$ cat config.mk
export PLATFORM = sky130hd
export DESIGN_NAME = msk_tweakey_rewind
export DESIGN_NICKNAME = d
export VERILOG_FILES = /design/src/rtl/msk_tweakey_rewind.sv
export SDC_FILE = /design/constraint.sdc
export NUM_CORES = 1
export LEC_CHECK = 0
export BUFFER_PORTS_ARGS = -buffer_cell sky130_fd_sc_hd__buf_2
export CAP_MARGIN = 20
export CORE_AREA = 2 2 407 409
export CTS_CLUSTER_DIAMETER = 200
export CTS_CLUSTER_SIZE = 14
export DETAILED_ROUTE_END_ITERATION = 10
export DIE_AREA = 0 0 409 411
export PLACE_DENSITY_LB_ADDON = 0.15
export SYNTH_ARGS = -nofsm -noshare
export SYNTH_HDL_FRONTEND = slang
export SYNTH_SLANG_ARGS = --single-unit
$ cat constraint.sdc
create_clock -name clk -period 18.6 [get_ports clk]
set_clock_uncertainty 0.05 [all_clocks]
set_input_delay 2.79 -clock clk [delete_from_list [all_inputs] [get_ports clk]]
set_output_delay 2.79 -clock clk [all_outputs]
set_load 0.01 [all_outputs]
$ cat src/rtl/msk_tweakey_rewind.sv
`default_nettype none
// ============================================================================
// Module   : msk_tweakey_rewind
// Purpose  : Masked SKINNY-128-256 tweakey schedule run backwards. Loads the
//            last-round masked TK1/TK2 state and emits round tweakeys in
//            reverse order (ROUNDS-1 down to 0), one per output handshake.
//            Each rewind step applies inverse LFSR2 to TK2 rows 0-1, then the
//            inverse cell permutation PT^-1 to TK1 and TK2. Every operation
//            is share-wise linear, so shares are never recombined.
// Ports    : clk, rst (async, active-high)
//            in_valid/in_ready    - load handshake (ready only in IDLE)
//            tk1_in/tk2_in        - masked last-round TK1/TK2 (D*128 bits)
//            out_valid/out_ready  - round tweakey handshake
//            tk1_out/tk2_out      - masked TK1/TK2 of round round_idx
//            round_idx            - ROUNDS-1 down to 0
//            last                 - high with round_idx == 0
// Layout   : cell c (0..15) at bits [(16-c)*D*8-1 : (15-c)*D*8] (cell 0 at
//            MSB); share j of a cell at bits [j*8+7 : j*8] of that cell.
// Revision : 1.0 - initial release
// ============================================================================
module msk_tweakey_rewind #(
  parameter int D      = 2,
  parameter int ROUNDS = 48
) (
  input  logic             clk,
  input  logic             rst,
  input  logic             in_valid,
  output logic             in_ready,
  input  logic [D*128-1:0] tk1_in,
  input  logic [D*128-1:0] tk2_in,
  output logic             out_valid,
  input  logic             out_ready,
  output logic [D*128-1:0] tk1_out,
  output logic [D*128-1:0] tk2_out,
  output logic [7:0]       round_idx,
  output logic             last
);

  localparam int         c_cell_w   = D * 8;
  localparam logic [0:0] c_s_idle   = 1'b0;
  localparam logic [0:0] c_s_run    = 1'b1;
  localparam logic [7:0] c_last_idx = 8'(ROUNDS - 1);

  // Source cell of PT^-1: new cell i takes old cell pt_inv_src(i).
  function automatic int pt_inv_src(input int i);
    case (i)
      0:  return 8;
      1:  return 9;
      2:  return 10;
      3:  return 11;
      4:  return 12;
      5:  return 13;
      6:  return 14;
      7:  return 15;
      8:  return 2;
      9:  return 0;
      10: return 4;
      11: return 7;
      12: return 6;
      13: return 3;
      14: return 5;
      default: return 1;
    endcase
  endfunction

  logic [0:0]       r_state;
  logic [7:0]       r_cnt;
  logic [D*128-1:0] r_tk1;
  logic [D*128-1:0] r_tk2;

  logic [D*128-1:0] w_tk2_lfsr;
  logic [D*128-1:0] w_tk1_next;
  logic [D*128-1:0] w_tk2_next;

  // Inverse LFSR2 on every share byte of TK2 cells 0-7:
  // x7..x0 -> (x0^x6), x7, x6, x5, x4, x3, x2, x1
  for (genvar c = 0; c < 16; c++) begin : g_cell
    for (genvar j = 0; j < D; j++) begin : g_share
      localparam int LO = (15 - c) * c_cell_w + j * 8;
      if (c < 8) begin : g_lfsr
        assign w_tk2_lfsr[LO +: 8] = {r_tk2[LO] ^ r_tk2[LO + 6], r_tk2[LO + 7 -: 7]};
      end else begin : g_pass
        assign w_tk2_lfsr[LO +: 8] = r_tk2[LO +: 8];
      end
    end
  end

  // PT^-1 moves whole cells, so every share of a cell travels together.
  for (genvar c = 0; c < 16; c++) begin : g_perm_cell
    for (genvar j = 0; j < D; j++) begin : g_perm_share
      localparam int DST = (15 - c) * c_cell_w + j * 8;
      localparam int SRC = (15 - pt_inv_src(c)) * c_cell_w + j * 8;
      assign w_tk1_next[DST +: 8] = r_tk1[SRC +: 8];
      assign w_tk2_next[DST +: 8] = w_tk2_lfsr[SRC +: 8];
    end
  end

  always_ff @(posedge clk or posedge rst) begin
    if (rst) begin
      r_state <= c_s_idle;
      r_cnt   <= 8'd0;
      r_tk1   <= '0;
      r_tk2   <= '0;
    end else begin
      case (r_state)
        c_s_idle: begin
          if (in_valid) begin
            r_tk1   <= tk1_in;
            r_tk2   <= tk2_in;
            r_cnt   <= c_last_idx;
            r_state <= c_s_run;
          end
        end
        c_s_run: begin
          if (out_ready) begin
            if (r_cnt != 8'd0) begin
              r_tk1 <= w_tk1_next;
              r_tk2 <= w_tk2_next;
              r_cnt <= r_cnt - 8'd1;
            end else begin
              // Master tweakey delivered; registers keep their value.
              r_state <= c_s_idle;
            end
          end
        end
      endcase
    end
  end

  // All outputs come straight from registers: no path from the handshake
  // inputs to the tweakey data.
  assign in_ready  = (r_state == c_s_idle);
  assign out_valid = (r_state == c_s_run);
  assign last      = (r_state == c_s_run) && (r_cnt == 8'd0);
  assign round_idx = r_cnt;
  assign tk1_out   = r_tk1;
  assign tk2_out   = r_tk2;

endmodule
`default_nettype wire

# [Word-level counts from Yosys, hierarchy flattened]
# Index checks and enable logic that the tools add are counted.
# W data, S select, Z words.
[totals] reg_bits=521 out_inout_bits=523 input_bits=516 elab_cells=45
[op_classes] bitwise=17 muxes=16 eq_ne=3 n_addsub=1 n_reduce_logical=4
[op_table] cell="$mux W256" n=6
[op_table] cell="$pmux W256 S2" n=2
[op_table] cell="$mux W8" n=3
[op_table] cell="$pmux W8 S2" n=1
[op_table] cell="$xor A1 B1 Y1" n=16
[op_table] cell="$logic_not A8 Y1" n=1
[op_table] cell="$reduce_bool A8 Y1" n=1
[op_table] cell="$sub A8 B1 Y8 const B" n=1
[op_table] cell="$ne A2 B2 Y1 const B" n=2
[op_table] cell="$mux W1" n=3
[op_table] cell="$reduce_and A3 Y1" n=1
[op_table] cell="$ne A2 B1 Y1 const B" n=1
[op_table] cell="$pmux W1 S2" n=1
[op_table] cell="$logic_and A1 B1 Y1" n=1
[op_table] cell="$not A1 Y1" n=1

# [Depth between registers and ports, before layout]
[depth] depth_word=4 depth_mapped=9 ltp_nobuf=5

# [Least setup slack after synthesis]
# No wires, ideal clock.
[synth_timing] path_kind="register -> output" from="register r_cnt[0], in the netlist round_idx[0]" to="output last" path_buffers=1 stages_incl_launch_ff=6 t_required_ns=15.760 arrival_ns=1.463 path_slack_ns=14.297 cell_sequence="dfrtp_1 inv_1 ha_1 or3b_1 clkbuf_1 nor3_1"
[synth_via] elab_chain_cells=2
[synth_lines] element="from (decl)" line="67" source="logic [7:0] r_cnt;"
[synth_lines] element="from (signal assigned)" line="110" source="r_cnt <= c_last_idx;"
[synth_lines] element="from (signal assigned)" line="119" source="r_cnt <= r_cnt - 8'd1;"
[synth_lines] element="$logic_not A8 Y1" line="134" source="assign last = (r_state == c_s_run) && (r_cnt == 8'd0);"
[synth_lines] element="$logic_and A1 B1 Y1" line="134"
[synth_lines] element="to (decl)" line="36" source="output logic last"
# Every way passes these cells.

# [Final worst setup path]
[layout_timing] from="input out_ready" to="register r_tk1[216], in the netlist tk1_out[216]"
[layout_via] elab_chain_cells=2
[layout_lines] element="from (decl)" line="32" source="input logic out_ready,"
[layout_lines] element="$ne A2 B2 Y1 (no source line)"
[layout_lines] element="$reduce_and A3 Y1 (no source line)"
[layout_lines] element="to (signal assigned)" line="108" source="r_tk1 <= tk1_in;"
[layout_lines] element="to (signal assigned)" line="117" source="r_tk1 <= w_tk1_next;"
[layout_lines] element="to (decl)" line="68" source="logic [D*128-1:0] r_tk1;"
# Every way passes these cells.
# A chain may end at the register's enable or synchronous reset.

==> results.toml <==
[outcome]
status = "finished, final reports clean"

[die]
die_h_microns = 411
io_pins = 1039
coreArea_sq_um = 164000
initial_core_util = 0.146
dieArea_sq_um = 168000
die_width_microns = 409
num_rows = 149

[worst_setup_path]
cp-start-kind = "primary input"
cpPeakStageDelay_ps = 810
cp.arrival_ps = 6930
worstPathRequired_ps = 19120
crit_chain = "buf_2 > and2_1 > o21ai_4 > buf_4 > buf_4 > buf_4 > buf_4 > o221a_1"
worst-path-max-fanout = 73
cpMostUsedCell = "buf_4"
worstSetupPathType = "primary input to flop"
critPathCaptureType = "flop"
crit_slowest_cell = "buf_4"

[power]
cellLeakagePower_uw = 0.0117
ir_drop_uv = 58.7
comb_power_share = 0.381
p_sw_frac = 0.449
p_clk_frac = 0.172
p_seq_frac = 0.447
intPower_uw = 2940
p_switching_uw = 2400
power_uw = 5340
power_density_nw_per_um2 = 167

[timing]
fmax_mhz = 156
hold_viol_final = 0
post-route-min-period_ps = 6410
min_period_over_period = 0.345
worstMarginPinSlew_ps = 1140
slew_headroom = 0.243
setup_tns_ps = 0
rsz0062_at_grt = "no"
drv_slew = 0
finalSetupViolations = 0

[routing]
wire_per_inst_microns = 30.4
drt_iter0_drc = 1398
drt-total-wl_microns = 151000
firstDrtPassIters = 5
vias = 20500
ant_nets = 0
viasPerCell = 4.13
drc_errors = 0

[synthesis]
synthTopCellsByArea = "dfrtp_1 54%, o221a_1 22%, nand2b_1 13%"
ys_top_cells_by_count = "521 x dfrtp_1, 497 x nand2b_1, 464 x o221a_1, 101 x buf_6, 56 x clkbuf_1"
ys_seq_area_frac = 0.545
synth_top_area_share = 0.545
yosys.area.top_type = "dfrtp_1"
synth-main-ff-cell = "dfrtp_1"
synth_most_common_cell = "dfrtp_1"
syn_area_sq_um = 23900
synth-edff-count = 0
synth_fp_nets = 2316
ys_types = 38
synth-async-reset-ratio = 1.00
synth_warnings = 0
synthCells = 1798
postSynthAreaPerCell_sq_um = 13.3
ys_ff_latch = 521

[clocking]
post_cts_resized = 0
cts_made_buffers = 43
clkSinkCount = 521
tritoncts = "done"
path_clk_slew_ps = 70
cts.htree.levels = 2
postCtsHoldBufs = 0
cts-root-buf = "clkbuf_16"
postCtsSetupRepairBufs = 0
clockBufferDepth = 3
clock_latency_ps = 640

[finish]
final_cells = 4954
fin_util = 0.195
area_growth_pct = 33.4
drive_gt1_frac = 0.423
fin_nets = 3263
fillers = 18100

[place]
dp_cells = 4889
gp_congestion = 0.829
port_buffers = 1038
dp_hpwl_microns = 117000

[grt]
grt_pass1_wl_microns = 201000
grt_max_degree = 175
antenna_found_initial = 82
overflow = 0
grt_use_total = 0.172
grt_pass1_vias = 21300

[job]
cap_violations = 0

[hold_path]
min_path_type = "flop to flop"
[cells by family after synthesis]
family / after synthesis / share of synthesized area
fa+ha+maj: 2 / 0.00105
simple gates: 533 / 0.138
xor+xnor: 16 / 0.00586
buf+inv: 196 / 0.0650
compound gates: 525 / 0.243
mux: 5 / 0.00220
flops: 521 / 0.545
[cells in the final DEF (no fill, tap or decap), drive strengths merged, types with 2 or more instances in the layout]
cell type and count:
dfrtp 521, clkbuf 45, a21oi 2, o41ai 2, nand2b 497, mux2 2, inv 22, nor3 2
o21ai 3, nor2b 2, nand2 19, mux2i 3, o221a 496, diode 19, ha 2, or4 2
o211ai 2, buf 1076, nor2 4, o221ai 16, xnor2 16
[final timing paths]
check                              from           end  slack (ps)  cells after the start
max                           out_ready  tk1_out[216]       12190                      8
min in group asynchronous           rst  tk2_out[243]        2230                      2
min reg2reg                round_idx[5]  round_idx[5]         500                      1
max in group asynchronous           rst  tk1_out[242]       13080                      5
max reg2reg                round_idx[0]  tk1_out[216]       12950                      9
min                        round_idx[5]  round_idx[5]         500                      1
[state kept, by name, indices dropped and copies added (netlist names)]
register and cells:
out_valid 1, round_idx 8, tk2_out 256, tk1_out 256
[through the flow]
step                cell area, sq um  hold slack (ps)  setup slack (ps)
detailed placement             30700              491             11610
CTS                            31900              506             12310
global placement               30700              484             11580
finish                         31900              503             12190
floorplan                      23900              502              1200
global route                   31900              539             12010
[critical path, delay by kind of cell]
kind            cells  cell delay [ps]
compound gates      2              600
buf+inv             5             3070
simple gates        1              190
[final cells by class]
class,instances,area [sq um],share of cell area
Antenna cell,19,47.5,0.00149
Clock buffer,45,1130,0.0353
Clock inverter,1,16.3,0.000510
Inverter,22,90.1,0.00282
Multi-Input combinational cell,1081,9350,0.293
Sequential cell,521,13000,0.409
Tap cell,2189,2740,0.0858
Timing Repair Buffer,1076,5510,0.173
[metal layers]
| metal | part of all wire | GRT usage |
|---|---|---|
| met1 | 0.39 | 0.204 |
| met2 | 0.51 | 0.304 |
| met3 | 0.074 | 0.0498 |
| met4 | 0.022 | 0.0370 |
| met5 | 0.0039 | 0 |
[power by group through the flow]
stage	Sequential (uW)	Combinational, uW	Clock [uW]
finish	2390	2030	917
global route	2450	2190	999
CTS	2430	2100	964
detailed placement	2450	2090	0
global placement	2460	2090	0
floorplan	2200	934	0
Note: power is estimated with default switching activity, not from simulation.
